<file path="src/rtl/reg_file_param_if.sv">
// Bus bundle for reg_file_param: write port, two read ports and the clear handshake.
// master drives addresses/data/requests; slave (the register file) returns read data and status.
interface reg_file_param_if #(
  parameter int unsigned DATA_W = 8,
  parameter int unsigned ADDR_W = 3
);
  logic [DATA_W-1:0] IN;
  logic [ADDR_W-1:0] INADDRESS;
  logic              WRITE;
  logic [ADDR_W-1:0] OUT1ADDRESS;
  logic [ADDR_W-1:0] OUT2ADDRESS;
  logic [DATA_W-1:0] OUT1;
  logic [DATA_W-1:0] OUT2;
  logic              CLEAR;
  logic              BUSY;
  logic              WR_DROP;

  modport master (
    output IN, INADDRESS, WRITE, OUT1ADDRESS, OUT2ADDRESS, CLEAR,
    input  OUT1, OUT2, BUSY, WR_DROP
  );

  modport slave (
    input  IN, INADDRESS, WRITE, OUT1ADDRESS, OUT2ADDRESS, CLEAR,
    output OUT1, OUT2, BUSY, WR_DROP
  );
endinterface

</file>
<file path="src/rtl/reg_file_param.sv">
// DEPTH x DATA_W register file: two combinational read ports, one write port, sequenced CLEAR engine.
// Optional macro REGFILE_BYPASS_EN: write-first forwarding of IN onto read ports while IDLE.
module reg_file_param #(
  parameter int unsigned DATA_W    = 8,
  parameter int unsigned ADDR_W    = 3,
  parameter bit          ZERO_REG0 = 1'b0
) (
  input logic              CLK,
  input logic              RESET,
  reg_file_param_if.slave  bus
);

  localparam int unsigned DEPTH = 2 ** ADDR_W;

  typedef enum logic {IDLE, CLEARING} state_t;

  state_t            state_q, state_d;
  logic [ADDR_W-1:0] cnt_q, cnt_d;
  logic              busy_q, busy_d;
  logic              drop_q, drop_d;

  logic              mem_we;
  logic [ADDR_W-1:0] mem_addr;
  logic [DATA_W-1:0] mem_data;
  logic [DATA_W-1:0] regs [DEPTH];

  // Next-state and storage-write selection
  always_comb begin
    state_d  = state_q;
    cnt_d    = cnt_q;
    busy_d   = busy_q;
    drop_d   = 1'b0;
    mem_we   = 1'b0;
    mem_addr = bus.INADDRESS;
    mem_data = bus.IN;
    unique case (state_q)
      IDLE: begin
        if (bus.WRITE && !(ZERO_REG0 && (bus.INADDRESS == '0))) mem_we = 1'b1;
        if (bus.CLEAR) begin
          state_d = CLEARING;
          cnt_d   = '0;
          busy_d  = 1'b1;
        end
      end
      CLEARING: begin
        mem_we   = 1'b1;
        mem_addr = cnt_q;
        mem_data = '0;
        drop_d   = bus.WRITE;
        cnt_d    = cnt_q + ADDR_W'(1);
        if (cnt_q == ADDR_W'(DEPTH - 1)) begin
          state_d = IDLE;
          busy_d  = 1'b0;
        end
      end
      default: state_d = IDLE;
    endcase
  end

  always_ff @(posedge CLK or posedge RESET) begin
    if (RESET) begin
      state_q <= IDLE;
      cnt_q   <= '0;
      busy_q  <= 1'b0;
      drop_q  <= 1'b0;
    end else begin
      state_q <= state_d;
      cnt_q   <= cnt_d;
      busy_q  <= busy_d;
      drop_q  <= drop_d;
    end
  end

  always_ff @(posedge CLK or posedge RESET) begin
    if (RESET) begin
      for (int i = 0; i < DEPTH; i++) regs[i] <= '0;
    end else if (mem_we) begin
      regs[mem_addr] <= mem_data;
    end
  end

  // Read port 1; hardwired-zero register overrides forwarding
  always_comb begin
    bus.OUT1 = regs[bus.OUT1ADDRESS];
`ifdef REGFILE_BYPASS_EN
    if ((state_q == IDLE) && bus.WRITE && (bus.INADDRESS == bus.OUT1ADDRESS)) bus.OUT1 = bus.IN;
`endif
    if (ZERO_REG0 && (bus.OUT1ADDRESS == '0)) bus.OUT1 = '0;
  end

  // Read port 2
  always_comb begin
    bus.OUT2 = regs[bus.OUT2ADDRESS];
`ifdef REGFILE_BYPASS_EN
    if ((state_q == IDLE) && bus.WRITE && (bus.INADDRESS == bus.OUT2ADDRESS)) bus.OUT2 = bus.IN;
`endif
    if (ZERO_REG0 && (bus.OUT2ADDRESS == '0)) bus.OUT2 = '0;
  end

  assign bus.BUSY    = busy_q;
  assign bus.WR_DROP = drop_q;

endmodule

</file>
<file path="src/flat_wrapper.sv">
// flat-port wrapper written by rule: the top's interface ports become plain ports
module reg_file_param_flat 
#(
  parameter int unsigned DATA_W    = 8,
  parameter int unsigned ADDR_W    = 3,
  parameter bit          ZERO_REG0 = 1'b0
)
  (CLK, RESET, bus_IN, bus_INADDRESS, bus_WRITE, bus_OUT1ADDRESS, bus_OUT2ADDRESS, bus_CLEAR, bus_OUT1, bus_OUT2, bus_BUSY, bus_WR_DROP);
  reg_file_param_if #(.DATA_W(DATA_W), .ADDR_W(ADDR_W)) bus_i ();
  input logic CLK;
  input logic RESET;
  input wire logic [$bits(bus_i.IN)-1:0] bus_IN;
  input wire logic [$bits(bus_i.INADDRESS)-1:0] bus_INADDRESS;
  input wire logic [$bits(bus_i.WRITE)-1:0] bus_WRITE;
  input wire logic [$bits(bus_i.OUT1ADDRESS)-1:0] bus_OUT1ADDRESS;
  input wire logic [$bits(bus_i.OUT2ADDRESS)-1:0] bus_OUT2ADDRESS;
  input wire logic [$bits(bus_i.CLEAR)-1:0] bus_CLEAR;
  output wire logic [$bits(bus_i.OUT1)-1:0] bus_OUT1;
  output wire logic [$bits(bus_i.OUT2)-1:0] bus_OUT2;
  output wire logic [$bits(bus_i.BUSY)-1:0] bus_BUSY;
  output wire logic [$bits(bus_i.WR_DROP)-1:0] bus_WR_DROP;
  assign bus_i.IN = bus_IN;
  assign bus_i.INADDRESS = bus_INADDRESS;
  assign bus_i.WRITE = bus_WRITE;
  assign bus_i.OUT1ADDRESS = bus_OUT1ADDRESS;
  assign bus_i.OUT2ADDRESS = bus_OUT2ADDRESS;
  assign bus_i.CLEAR = bus_CLEAR;
  assign bus_OUT1 = bus_i.OUT1;
  assign bus_OUT2 = bus_i.OUT2;
  assign bus_BUSY = bus_i.BUSY;
  assign bus_WR_DROP = bus_i.WR_DROP;
  reg_file_param #(.DATA_W(DATA_W), .ADDR_W(ADDR_W), .ZERO_REG0(ZERO_REG0)) u_core (.CLK(CLK), .RESET(RESET), .bus(bus_i));
endmodule
</file>
<file path="config.mk">
export PLATFORM = sky130hd
export DESIGN_NAME = reg_file_param_flat
export DESIGN_NICKNAME = d
export VERILOG_FILES = /design/src/rtl/reg_file_param_if.sv /design/src/rtl/reg_file_param.sv /design/src/flat_wrapper.sv
export SDC_FILE = /design/constraint.sdc
export NUM_CORES = 1
export LEC_CHECK = 0
export CAP_MARGIN = 0
export CORE_MARGIN = 1
export CORE_UTILIZATION = 69
export CTS_CLUSTER_DIAMETER = 120
export DETAILED_ROUTE_END_ITERATION = 7
export DONT_BUFFER_PORTS = 1
export PLACE_DENSITY = 0.82
export SYNTH_ARGS = -nofsm -noshare
export SYNTH_HDL_FRONTEND = slang
export SYNTH_SLANG_ARGS = --single-unit
</file>
<file path="constraint.sdc">
create_clock -name CLK -period 4 [get_ports CLK]
set_input_delay 0.4 -clock CLK [delete_from_list [all_inputs] [get_ports CLK]]
set_output_delay 0.4 -clock CLK [all_outputs]
set_load 0.01 [all_outputs]
</file>
Word level (Yosys, flattened, before mapping)
Index checks and enable logic that the tools add are counted.
Storage, ports and cells
  output and inout bits: 18
  input bits: 21
  bits in registers: 70
Operators by class
  multiplexer cells: 22
  bitwise operators: 4
  $lt $le $gt $ge: 4
  reductions and logical operators: 2
  add/sub/neg operators: 1
  equal/unequal tests: 3
Operators by type and width (number)
  64-bit bitwise mux: 1
  8-bit binary-select mux with 3-bit select: 2
  8-bit two-way mux: 6
  8-bit demux with 3-bit select: 1
  4-bit >= comparator, second input constant: 3
  3-bit inverter with 4-bit output: 3
  1-bit two-way mux: 6
  3-bit two-way mux: 2
  1-bit case mux with 2 select lines: 3
  3-bit case mux with 2 select lines: 1
  4-bit by 1-bit < comparator with 1-bit output, second input constant: 1
  2-bit != test, second input constant: 2
  3-bit by 1-bit adder with 3-bit output, second input constant: 1
  3-bit equality test, second input constant: 1
  2-bit AND reduction: 1
  1-bit logical AND: 1
  1-bit inverter: 1

Logic depth before layout (Yosys ltp)
Gate-level depths: netlist of run 1.
  depth after elaboration: 7
  mapped depth: 6
  depth with buffers taken out: 4

Worst setup path after synthesis of run 1
No wires, ideal clock.
  kind: input port to output port
  start point: input port bus_OUT2ADDRESS[1]
  end point: output port bus_OUT2[0]
  setup slack: 2.133 ns
  arrival time: 1.467 ns
  buffers on the path: 2
  stages on the path: 4
  cells stage by stage: buf_6 -> buf_12 -> mux4_1 -> mux2_2
Between the ends
  cells in the longest elaborated chain, start to end: 4
Ends and longest elaborated chain
  start: declaration: line flat_wrapper.sv:16  | input wire logic [$bits(bus_i.OUT2ADDRESS)-1:0] bus_OUT2ADDRESS;
  3-bit inverter with 4-bit output (implied by the code): line reg_file_param.sv:93  | bus.OUT2 = regs[bus.OUT2ADDRESS];
  8-bit binary-select mux with 3-bit select: line reg_file_param.sv:93
  8-bit two-way mux (implied by the code) (2 in series): line reg_file_param.sv:93
  end: declaration: line flat_wrapper.sv:19  | output wire logic [$bits(bus_i.OUT2)-1:0] bus_OUT2;
No other way between the ends. The select of a mux whose other input is x is not followed.

Final worst setup path of run 1
  start point: register u_core.state_q
  end point: register u_core.regs[25] (netlist name)
Between the ends
  cells in the longest elaborated chain, start to end: 7
Ends and longest elaborated chain
  start: declaration: line reg_file_param.sv:17  | state_t state_q, state_d;
  start signal: assignment: line reg_file_param.sv:67  | state_q <= state_d;
  3-bit two-way mux: line reg_file_param.sv:36  | unique case (state_q)
  3-bit inverter with 4-bit output (implied by the code): line reg_file_param.sv:78  | regs[mem_addr] <= mem_data;
  4-bit >= comparator (implied by the code) / 4-bit by 1-bit < comparator with 1-bit output (equally long branches): line reg_file_param.sv:78
  1-bit logical AND (implied by the code): line reg_file_param.sv:78
  8-bit two-way mux (implied by the code): line reg_file_param.sv:78
  8-bit demux with 3-bit select: line reg_file_param.sv:78
  64-bit bitwise mux: line reg_file_param.sv:78
  end signal: indexed assignment: line reg_file_param.sv:78
  end: declaration: line reg_file_param.sv:25  | logic [DATA_W-1:0] regs [DEPTH];
Parallel ways exist; a longest one is shown, timed or not.
A chain may end at the register's enable or synchronous reset.

==> results of run 1 <==
-- worst max-delay path, cell delays in order, from the launching register on --
cell	delay (ps)
dfrtp_1	950
nor2b_1	510
o22ai_2	310
a22o_1	300
-- cells by family after synthesis --
| kind of cell | count (synthesis) | synth area share |
|---|---|---|
| buffers and inverters | 29 | 0.0420 |
| flip-flops | 70 | 0.430 |
| multiplexers | 80 | 0.324 |
| AO/OA/AOI/OAI | 41 | 0.0881 |
| AND/OR/NAND/NOR | 65 | 0.107 |
| adder cells (fa/ha/maj) | 3 | 0.00921 |
-- report_power, final --
group	switching, mW	internal [mW]
Clock	0.264	0.274
Sequential	0.231	0.943
Combinational	0.373	0.408
-- layer usage --
layer	wire length [µm]	vias to the layer above	track usage
met4	161	0	0.116
met5	0	-	0
met2	4430	124	0.495
li1	-	1114	-
met3	817	16	0.0747
met1	3740	1347	0.451
-- cells in the mapped netlist, drive strengths merged --
library cell	count
and3	1
mux2	16
nand2b	4
dfrtp	70
nand3	1
mux4	32
inv	10
nand4bb	1
nand2	35
a22o	32
nand3b	1
nor3b	5
nand4b	2
o22ai	5
buf	15
nand4	1
nor4b	2
a21o	1
nor3	1
nor2b	1
nor4	2
ha	3
o21ai	2
mux2i	32
clkbuf	4
a21oi	1
and2	1
nor2	4
and3b	3
-- per-stage QoR --
stage / util / cell area, µm² / setup slack [ps] / power (mW) / std cells
floorplan: - / 4080 / 1830 / 1.78 / 288
global placement: 0.720 / 4040 / 1910 / 1.91 / 342
detailed placement: 0.720 / 4040 / 1860 / 1.96 / 342
CTS: 0.754 / 4230 / 1850 / 2.49 / 358
global route: 0.754 / 4230 / 1660 / 2.62 / 358
finish: 0.754 / 4230 / 1810 / 2.49 / 358
-- state kept, by name (all words and copies together), names as in the netlist --
name / count
u_core.bus.BUSY: 1
u_core.bus.WR_DROP: 1
u_core.cnt_q: 3
u_core.state_q: 1
u_core.regs: 64
-- worst max-delay path by stage --
stage / endpoint / slack [ps]
final: u_core.regs[25]$_DFFE_PP0P_ / 1810
after global routing: u_core.regs[25]$_DFFE_PP0P_ / 1660
after CTS: u_core.regs[24]$_DFFE_PP0P_ / 1850
after detailed placement: u_core.regs[25]$_DFFE_PP0P_ / 1860
after global placement: u_core.regs[24]$_DFFE_PP0P_ / 1910
after floorplan: u_core.bus.BUSY$_DFFE_PP0P_ / 1830
-- final cells by class --
| class | instances | area [µm²] |
|---|---|---|
| tap | 72 | 90.1 |
| clock buffer | 13 | 169 |
| sequential | 70 | 1750 |
| clock inverter | 3 | 17.5 |
| inverter | 10 | 37.5 |
| timing repair buffer | 1 | 7.51 |
| multi-input combinational | 189 | 2150 |
| fill | 360 | 1380 |
==> summary.txt, run 1 <==
Outcome
  • Status: finished clean

Final layout
  • Most frequent cells in the layout: dfrtp_1 (70), nand2_1 (35), mux2i_1 (32), a22o_1 (32), mux4_1 (27)
  • Diodes inserted: 0
  • Commonest non-fill, non-tap cell in the layout: dfrtp_1
  • Layout Nets: around 300
  • Area grow syn2layout: 3.68%
  • Layout cells sized above 1: 0.178

Timing
  • Slew headroom: 0.387
  • Setup TNS: 0 ps
  • RSZ-0062 raised after global routing: false
  • Crit path time final: approximately 2200 ps
  • Worst Skew: ~6 ps
  • Final Cycle Share: 0.547
  • Max Slew Vio Count: 0
  • Tightest Pin Transition: about 920 ps
  • Fmax: approximately 0.46 GHz
  • # setup viols final: 0
  • Hold slack: around 120 ps
  • Final hold violations: 0

Die
  • Die Y: approximately 79 µm
  • Num ports: 39
  • Die W: about 79 µm
  • Num rows: 27
  • Initial Util: 0.727
  • Die ar.: 6220 µm²
  • Total core area: 5610 µm²

Setup path
  • R2R setup slack: ~1800 ps
  • Worst reg2reg path depth: 3
  • Crit path DAT: 2430 ps
  • Reg-to-Reg End: u_core.regs[25]$_DFFE_PP0P_
  • Req. time, crit path: ~4200 ps
  • Crit path max fanout: 28
  • Reg2reg start: u_core.state_q$_DFF_PP0_
  • Setup CP Type: flip-flop to flip-flop
  • Worst setup path startpoint: u_core.state_q$_DFF_PP0_
  • Crit start category: flip-flop
  • CP Capture Type: flip-flop

CTS
  • CTS H-Tree Depth: 3
  • Post-CTS Hold Fix Bufs: 0
  • Root buf cell: clkbuf_8
  • CTS Buf Count: 9
  • Clock sinks: 70
  • Clock slew at reported path FFs: approximately 70 ps
  • Postcts setup bufs: 0
  • TritonCTS clock tree: built
  • Post-CTS sizing: 0
  • Clock tree buffer depth: 2
  • Clock Latency Late Sink: between 300 and 400 ps

Placement
  • Final GP Congestion: just over 0.8
  • IO Port Bufs: 0
  • DPL Wire Length: just over 6 mm

Global routing
  • Vias in the first global route: 2624
  • Largest net degree at the start of global routing: between 40 and 50
  • Grt total ovfl: 0
  • Global-route usage over all layers: 0.321
  • Initial antenna violation count: 0
  • First-pass GRT wire length: roughly 14 mm

Yosys
  • Area fraction of the dominant cell type after synthesis: 0.430
  • Cell variety after synth: 37
  • Largest area contributor in the netlist: dfrtp_1
  • Seq/Total Area, Yosys: 0.430
  • Average size of a mapped cell: between 10 and 15 µm²
  • Post-Syn Area: around 4100 µm²
  • Synth warn: 0
  • Syn Nets: about 310
  • Synth top area cells: dfrtp_1 (43%), mux4_1 (17%), mux2i_1 (7.9%)
  • Cells after Synth: ~290
  • Number of synthesized register bits: 70

Routing
  • DRT iter0 DRCs: a little under 300
  • First-pass DRT Iterations: 4
  • Routed via count: 2601
  • Routed wire length: approximately 9 mm
  • # DRC: 0
  • Routed WL per cell: 25.6 µm
  • Number of vias per cell: just over 7
  • ANT nets after route: 0

Power
  • Worst vdd ir: between 0.3 and 0.4 mV
  • Leakage power: between 2 and 2.5 nW
  • Power per cell area: between 500 and 600 nW/µm²

Job
  • Maxcap violations: 0

Worst hold path
  • Worst Hold Class: input pin to async pin
Note: power is estimated with default switching activity, not from simulation.
==> run 2, diff against run 1 <==
CORE_UTILIZATION = 64   (was 69)
PLACE_DENSITY = 0.77   (was 0.82)
clock period = 2.04 ns   (was 4 ns; I/O delays follow)
==> summary.txt, run 2 (synthesis results as in run 1) <==
Outcome
  • Status: finished clean

CTS
  • Clock slew at reported path FFs: 70 ps (about the same)
  • Clock tree buffer depth: 2 (unchanged)
  • CTS H-Tree Depth: 3 (unchanged)
  • Postcts setup bufs: 0 (unchanged)
  • Root buf cell: clkbuf_8
  • Post-CTS Hold Fix Bufs: 11 (+11)
  • TritonCTS clock tree: built
  • CTS Buf Count: 9 (unchanged)
  • Clock sinks: 70 (unchanged)
  • Clock Latency Late Sink: 350 ps (about the same)
  • Post-CTS sizing: 0 (unchanged)

Timing
  • Setup TNS: 0 ps (unchanged)
  • Final hold violations: 0 (unchanged)
  • Worst Skew: 4.71 ps (-1.29 ps)
  • Final worst setup slack: 212 ps (-1600 ps)
  • # setup viols final: 0 (unchanged)
  • Slew headroom: 0.502 (+0.115)
  • Hold slack: 30.0 ps (-85.6 ps)
  • Crit path time final: 1830 ps
  • Max Slew Vio Count: 0 (unchanged)
  • Final Cycle Share: 0.896
  • Fmax: approximately 0.55 GHz
  • RSZ-0062 raised after global routing: false
  • Tightest Pin Transition: 746 ps (-173 ps)

Final layout
  • Max reg flops: 64 (unchanged)
  • Area grow syn2layout: 7.86%
  • Layout cells sized above 1: 0.174 (-0.00441)
  • Diodes inserted: 0 (unchanged)
  • Fin util: 0.730 (-0.0240)
  • Finished Layout Cells: 374 (+4.5%)
  • Layout Nets: 318 (+4.3%)
  • Most flops, register: u_core.regs
  • Post-route cell area: 4400 µm² (+4.0%)
  • Commonest non-fill, non-tap cell in the layout: dfrtp_1
  • Regs by FF count: u_core.regs x64, u_core.cnt_q x3
  • Most frequent cells in the layout: dfrtp_1 (70), nand2_1 (35), mux2i_1 (32), a22o_1 (32), mux4_1 (27)

Placement
  • DPL Wire Length: 6.21 mm (+2.1%)
  • Placed Instances: 347 (+1.5%)
  • Final GP Congestion: 0.795 (-2.1%)
  • Pre-CTS setup slack: 396 ps (-1460 ps)
  • IO Port Bufs: 0 (unchanged)
  • Area post-placement: 4070 µm² (+0.77%)

Die
  • Die W: 81.8 µm (+3.7%)
  • Num ports: 39 (unchanged)
  • Die ar.: 6690 µm² (+7.6%)
  • Num rows: 28 (+3.7%)
  • Total core area: 6030 µm² (+7.5%)
  • Die Y: 81.8 µm (+3.7%)
  • Initial Util: 0.676 (-0.0504)

Setup path
  • CP max-delay cell: mux4_1
  • Crit start category: flip-flop
  • Crit path max fanout: 3 (-89%)
  • Req. time, crit path: 1840 ps (-2400 ps)
  • CP Capture Type: output port
  • R2R setup slack: 370 ps (-1440 ps)
  • Crit path cell chain: mux4_1 > mux2_2
  • Setup CP Type: flip-flop to output port
  • Slowest Stage Delay on Critical Path: 550 ps (-400 ps)
  • Crit path DAT: 1620 ps (-810 ps)

Routing
  • Routed wire length: 9.40 mm (+2.8%)
  • DRT iter0 DRCs: 150 (-48%)
  • Number of vias per cell: 7.05 (-3.0%)
  • Routed via count: 2636 (+1.3%)
  • ANT nets after route: 0 (unchanged)
  • First-pass DRT Iterations: 5 (+1)
  • Routed WL per cell: 25.1 µm (-1.6%)
  • # DRC: 0 (unchanged)

Worst hold path
  • Worst Hold Class: input pin to flip-flop

Power
  • Total chip power: 5.12 mW (+110%)
  • Power per cell area: 1160 nW/µm² (+97%)
  • Worst vdd ir: 0.841 mV (+120%)
  • Leakage power: 2.18 nW (+3.5%)

Global routing
  • First-pass GRT wire length: 14.0 mm (-2.0%)
  • Grt total ovfl: 0 (unchanged)
  • Largest net degree at the start of global routing: 37 (-16%)
  • Initial antenna violation count: 0 (unchanged)
  • Global-route usage over all layers: 0.306 (-0.0143)
  • Vias in the first global route: 2644 (+0.76%)

Job
  • Maxcap violations: 0 (unchanged)
[run 2: report_power, final]
part / leakage, nW / total (mW) / internal (mW) / switching [mW]
sequential: 0.948 / 2.24 / 1.85 / 0.394
clock: 0.110 / 1.23 / 0.719 / 0.512
combinational: 1.12 / 1.64 / 0.837 / 0.803
[run 2: area by class of cell]
class                   count  area (µm²)
clock inverters             4        70.1
well taps                  75        93.8
repair buffers             14         145
inverters                  10        37.5
flip-flops and latches     70        1750
fillers                   395        1630
clock buffers              12         145
multi-input cells         189        2150
[run 2: critical path, delay by kind of cell, from the launching register on]
| kind | cells | cell delay (ps) |
|---|---|---|
| multiplexers | 2 | 880 |
| flip-flops | 1 | 390 |
[run 2: metal layers]
layer	vias to the layer above	global-route usage	share of wire
met4	0	0.137	0.022
li1	1146	-	-
met3	16	0.0644	0.094
met5	-	0	0
met2	121	0.494	0.50
met1	1353	0.400	0.39
[run 2: final timing paths]
path                                             start                          end  cells past startpoint
max reg2reg                   u_core.state_q$_DFF_PP0_  u_core.regs[50]$_DFFE_PP0P_                      4
min                                          bus_CLEAR  u_core.bus.BUSY$_DFFE_PP0P_                      2
max in group asynchronous                        RESET  u_core.regs[47]$_DFFE_PP0P_                      3
min in group asynchronous                        RESET   u_core.regs[2]$_DFFE_PP0P_                      2
min reg2reg                u_core.regs[11]$_DFFE_PP0P_  u_core.regs[11]$_DFFE_PP0P_                      1
max                        u_core.regs[43]$_DFFE_PP0P_                  bus_OUT2[3]                      2
==> run 3, diff against run 2 <==
GPL_TIMING_DRIVEN = 0   (was unset)
==> summary.txt, run 3 (synthesis results as in run 1) <==
Outcome
  • Status: finished clean

Timing
  • Worst Skew: 10.9 ps (+6.22 ps)
  • Final Cycle Share: 0.905 (+0.00929)
  • Final hold violations: 0 (unchanged)
  • # setup viols final: 0 (unchanged)
  • RSZ-0062 raised after global routing: false
  • Final worst setup slack: 193 ps (-18.9 ps)
  • Tightest Pin Transition: 854 ps (+108 ps)
  • Fmax: 0.542 GHz (-1.0%)
  • Max Slew Vio Count: 0 (unchanged)
  • Slew headroom: 0.431 (-0.0713)
  • Crit path time final: 1850 ps (+18.9 ps)

Final layout
  • Sequential Area: 1750 µm² (unchanged)
  • Most flops, register: u_core.regs
  • Layout Nets: 335 (+5.3%)
  • Max reg flops: 64 (unchanged)
  • Commonest non-fill, non-tap cell in the layout: dfrtp_1
  • Fillcell total: 406 (+2.8%)
  • Diodes inserted: 0 (unchanged)
  • Regs by FF count: u_core.regs x64, u_core.cnt_q x3
  • Most frequent cells in the layout: dfrtp_1 (70), nand2_1 (35), mux2i_1 (32), a22o_1 (32), mux4_1 (27)
  • Fin util: 0.746 (+0.0160)
  • Area occupied by multi-input gates: 2150 µm² (unchanged)
  • Layout cells sized above 1: 0.196 (+0.0223)
  • Area grow syn2layout: 10.2%

Setup path
  • Buffers and inverters on the worst path: 3 (+3)
  • Crit start category: flip-flop
  • Slowest Stage Delay on Critical Path: 450 ps (-100 ps)
  • Crit path cell chain: buf_2 > buf_4 > buf_2 > nand4b_1 > nand2_1 > mux2i_1
  • Worst path most repeated cell: buf_2
  • CP Capture Type: flip-flop
  • CP max-delay cell: nand4b_1
  • Crit path max fanout: 10 (+7)
  • Delay-heaviest family, CP: simple AND/OR/NAND/NOR gates
  • Setup CP Type: flip-flop to flip-flop
  • Crit path DAT: 2050 ps (+430 ps)
  • R2R setup slack: 190 ps (-180 ps)
  • Req. time, crit path: 2240 ps (+400 ps)

CTS
  • CTS H-Tree Depth: 3 (unchanged)
  • Post-CTS sizing: 0 (unchanged)
  • Clock sinks: 70 (unchanged)
  • CTS Buf Count: 9 (unchanged)
  • Clock Latency Late Sink: 340 ps (about the same)
  • TritonCTS clock tree: built
  • Clock tree buffer depth: 2 (unchanged)
  • Clock slew at reported path FFs: 70 ps (about the same)
  • Root buf cell: clkbuf_8
  • Postcts setup bufs: 0 (unchanged)

Placement
  • Pre-CTS setup slack: 205 ps (-191 ps)
  • IO Port Bufs: 0 (unchanged)
  • Final GP Congestion: 0.796 (+0.15%)
  • DPL Wire Length: 6.42 mm (+3.4%)

Routing
  • Number of vias per cell: 6.88 (-2.4%)
  • First-pass DRT Iterations: 4 (-1)
  • DRT iter0 DRCs: 235 (+57%)
  • ANT nets after route: 0 (unchanged)
  • Routed wire length: 9.46 mm (+0.65%)
  • Routed WL per cell: 24.2 µm (-3.7%)
  • Routed via count: 2690 (+2.0%)
  • # DRC: 0 (unchanged)

Power
  • Leakage power: 2.23 nW (+2.3%)
  • Power per cell area: 1130 nW/µm² (-2.6%)
  • Worst vdd ir: 0.983 mV (+17%)

Die
  • Total core area: 6030 µm² (unchanged)
  • Initial Util: 0.676 (unchanged)
  • Die W: 81.8 µm (unchanged)
  • Num ports: 39 (unchanged)
  • Num rows: 28 (unchanged)
  • Die ar.: 6690 µm² (unchanged)
  • Die Y: 81.8 µm (unchanged)

Global routing
  • First-pass GRT wire length: 14.5 mm (+3.6%)
  • Initial antenna violation count: 0 (unchanged)
  • Largest net degree at the start of global routing: 71 (+92%)
  • Grt total ovfl: 0 (unchanged)
  • Global-route usage over all layers: 0.310 (+0.00403)
  • Vias in the first global route: 2727 (+3.1%)

Worst hold path
  • Worst Hold Class: input pin to flip-flop

Job
  • Maxcap violations: 0 (unchanged)
-- run 3: changes by cell type in the layout (fill, tap and decap cells not counted), moves of 2 or more --
cell	before	now
buf_1	0	3
clkbuf_1	2	5
buf_2	0	6
buf_6	0	2
-- run 3: final timing paths --
check / from / end / depth (start not counted)
setup / recovery: u_core.state_q$_DFF_PP0_ / u_core.regs[38]$_DFFE_PP0P_ / 6
hold / removal: bus_IN[7] / u_core.regs[47]$_DFFE_PP0P_ / 1
setup reg to reg: u_core.state_q$_DFF_PP0_ / u_core.regs[38]$_DFFE_PP0P_ / 6
hold reg to reg: u_core.regs[25]$_DFFE_PP0P_ / u_core.regs[25]$_DFFE_PP0P_ / 1
max in group asynchronous: RESET / u_core.regs[39]$_DFFE_PP0P_ / 2
min in group asynchronous: RESET / u_core.regs[48]$_DFFE_PP0P_ / 2
-- run 3: repair_timing --
item                                   in CTS  in global routing
hold buffers                               11                  1
endpoints found under the hold margin     101                  1
setup endpoints to repair                   0                  0
-- run 3: where the power goes --
part	internal, mW	switching [mW]	total, mW
Sequential	1.85	0.351	2.20
Combinational	0.860	0.897	1.76
Clock	0.626	0.507	1.13
-- run 3: layer usage --
| metal | wire, µm | vias up | part of all wire | track usage |
|---|---|---|---|---|
| met1 | 3860 | 1393 | 0.41 | 0.420 |
| met4 | 212 | 0 | 0.022 | 0.119 |
| li1 | - | 1177 | - | - |
| met2 | 4580 | 103 | 0.48 | 0.483 |
| met3 | 817 | 17 | 0.086 | 0.0789 |
| met5 | 0 | - | 0 | 0 |
-- run 3: area by class of cell --
class                   instances  share of cell area
clock buffers                  12              0.0345
clock inverters                 4              0.0100
repair buffers                 12              0.0267
flip-flops and latches         70               0.390
multi-input cells             189               0.479
plain buffers                  19              0.0298
inverters                      10             0.00891
well taps                      75              0.0209
-- run 3: per-stage QoR --
step	TNS [ps]	std cells	instance area [µm²]	total power [mW]	hold WS, ps
2_1_floorplan	0	288	4080	3.48	311
3_3_place_gp	-43900	363	4170	3.86	312
3_5_place_dp	0	363	4170	3.95	310
4_1_cts	0	390	4480	5.09	3.26
5_1_grt	0	391	4490	5.38	1.62
6_report	0	391	4490	5.09	17.8
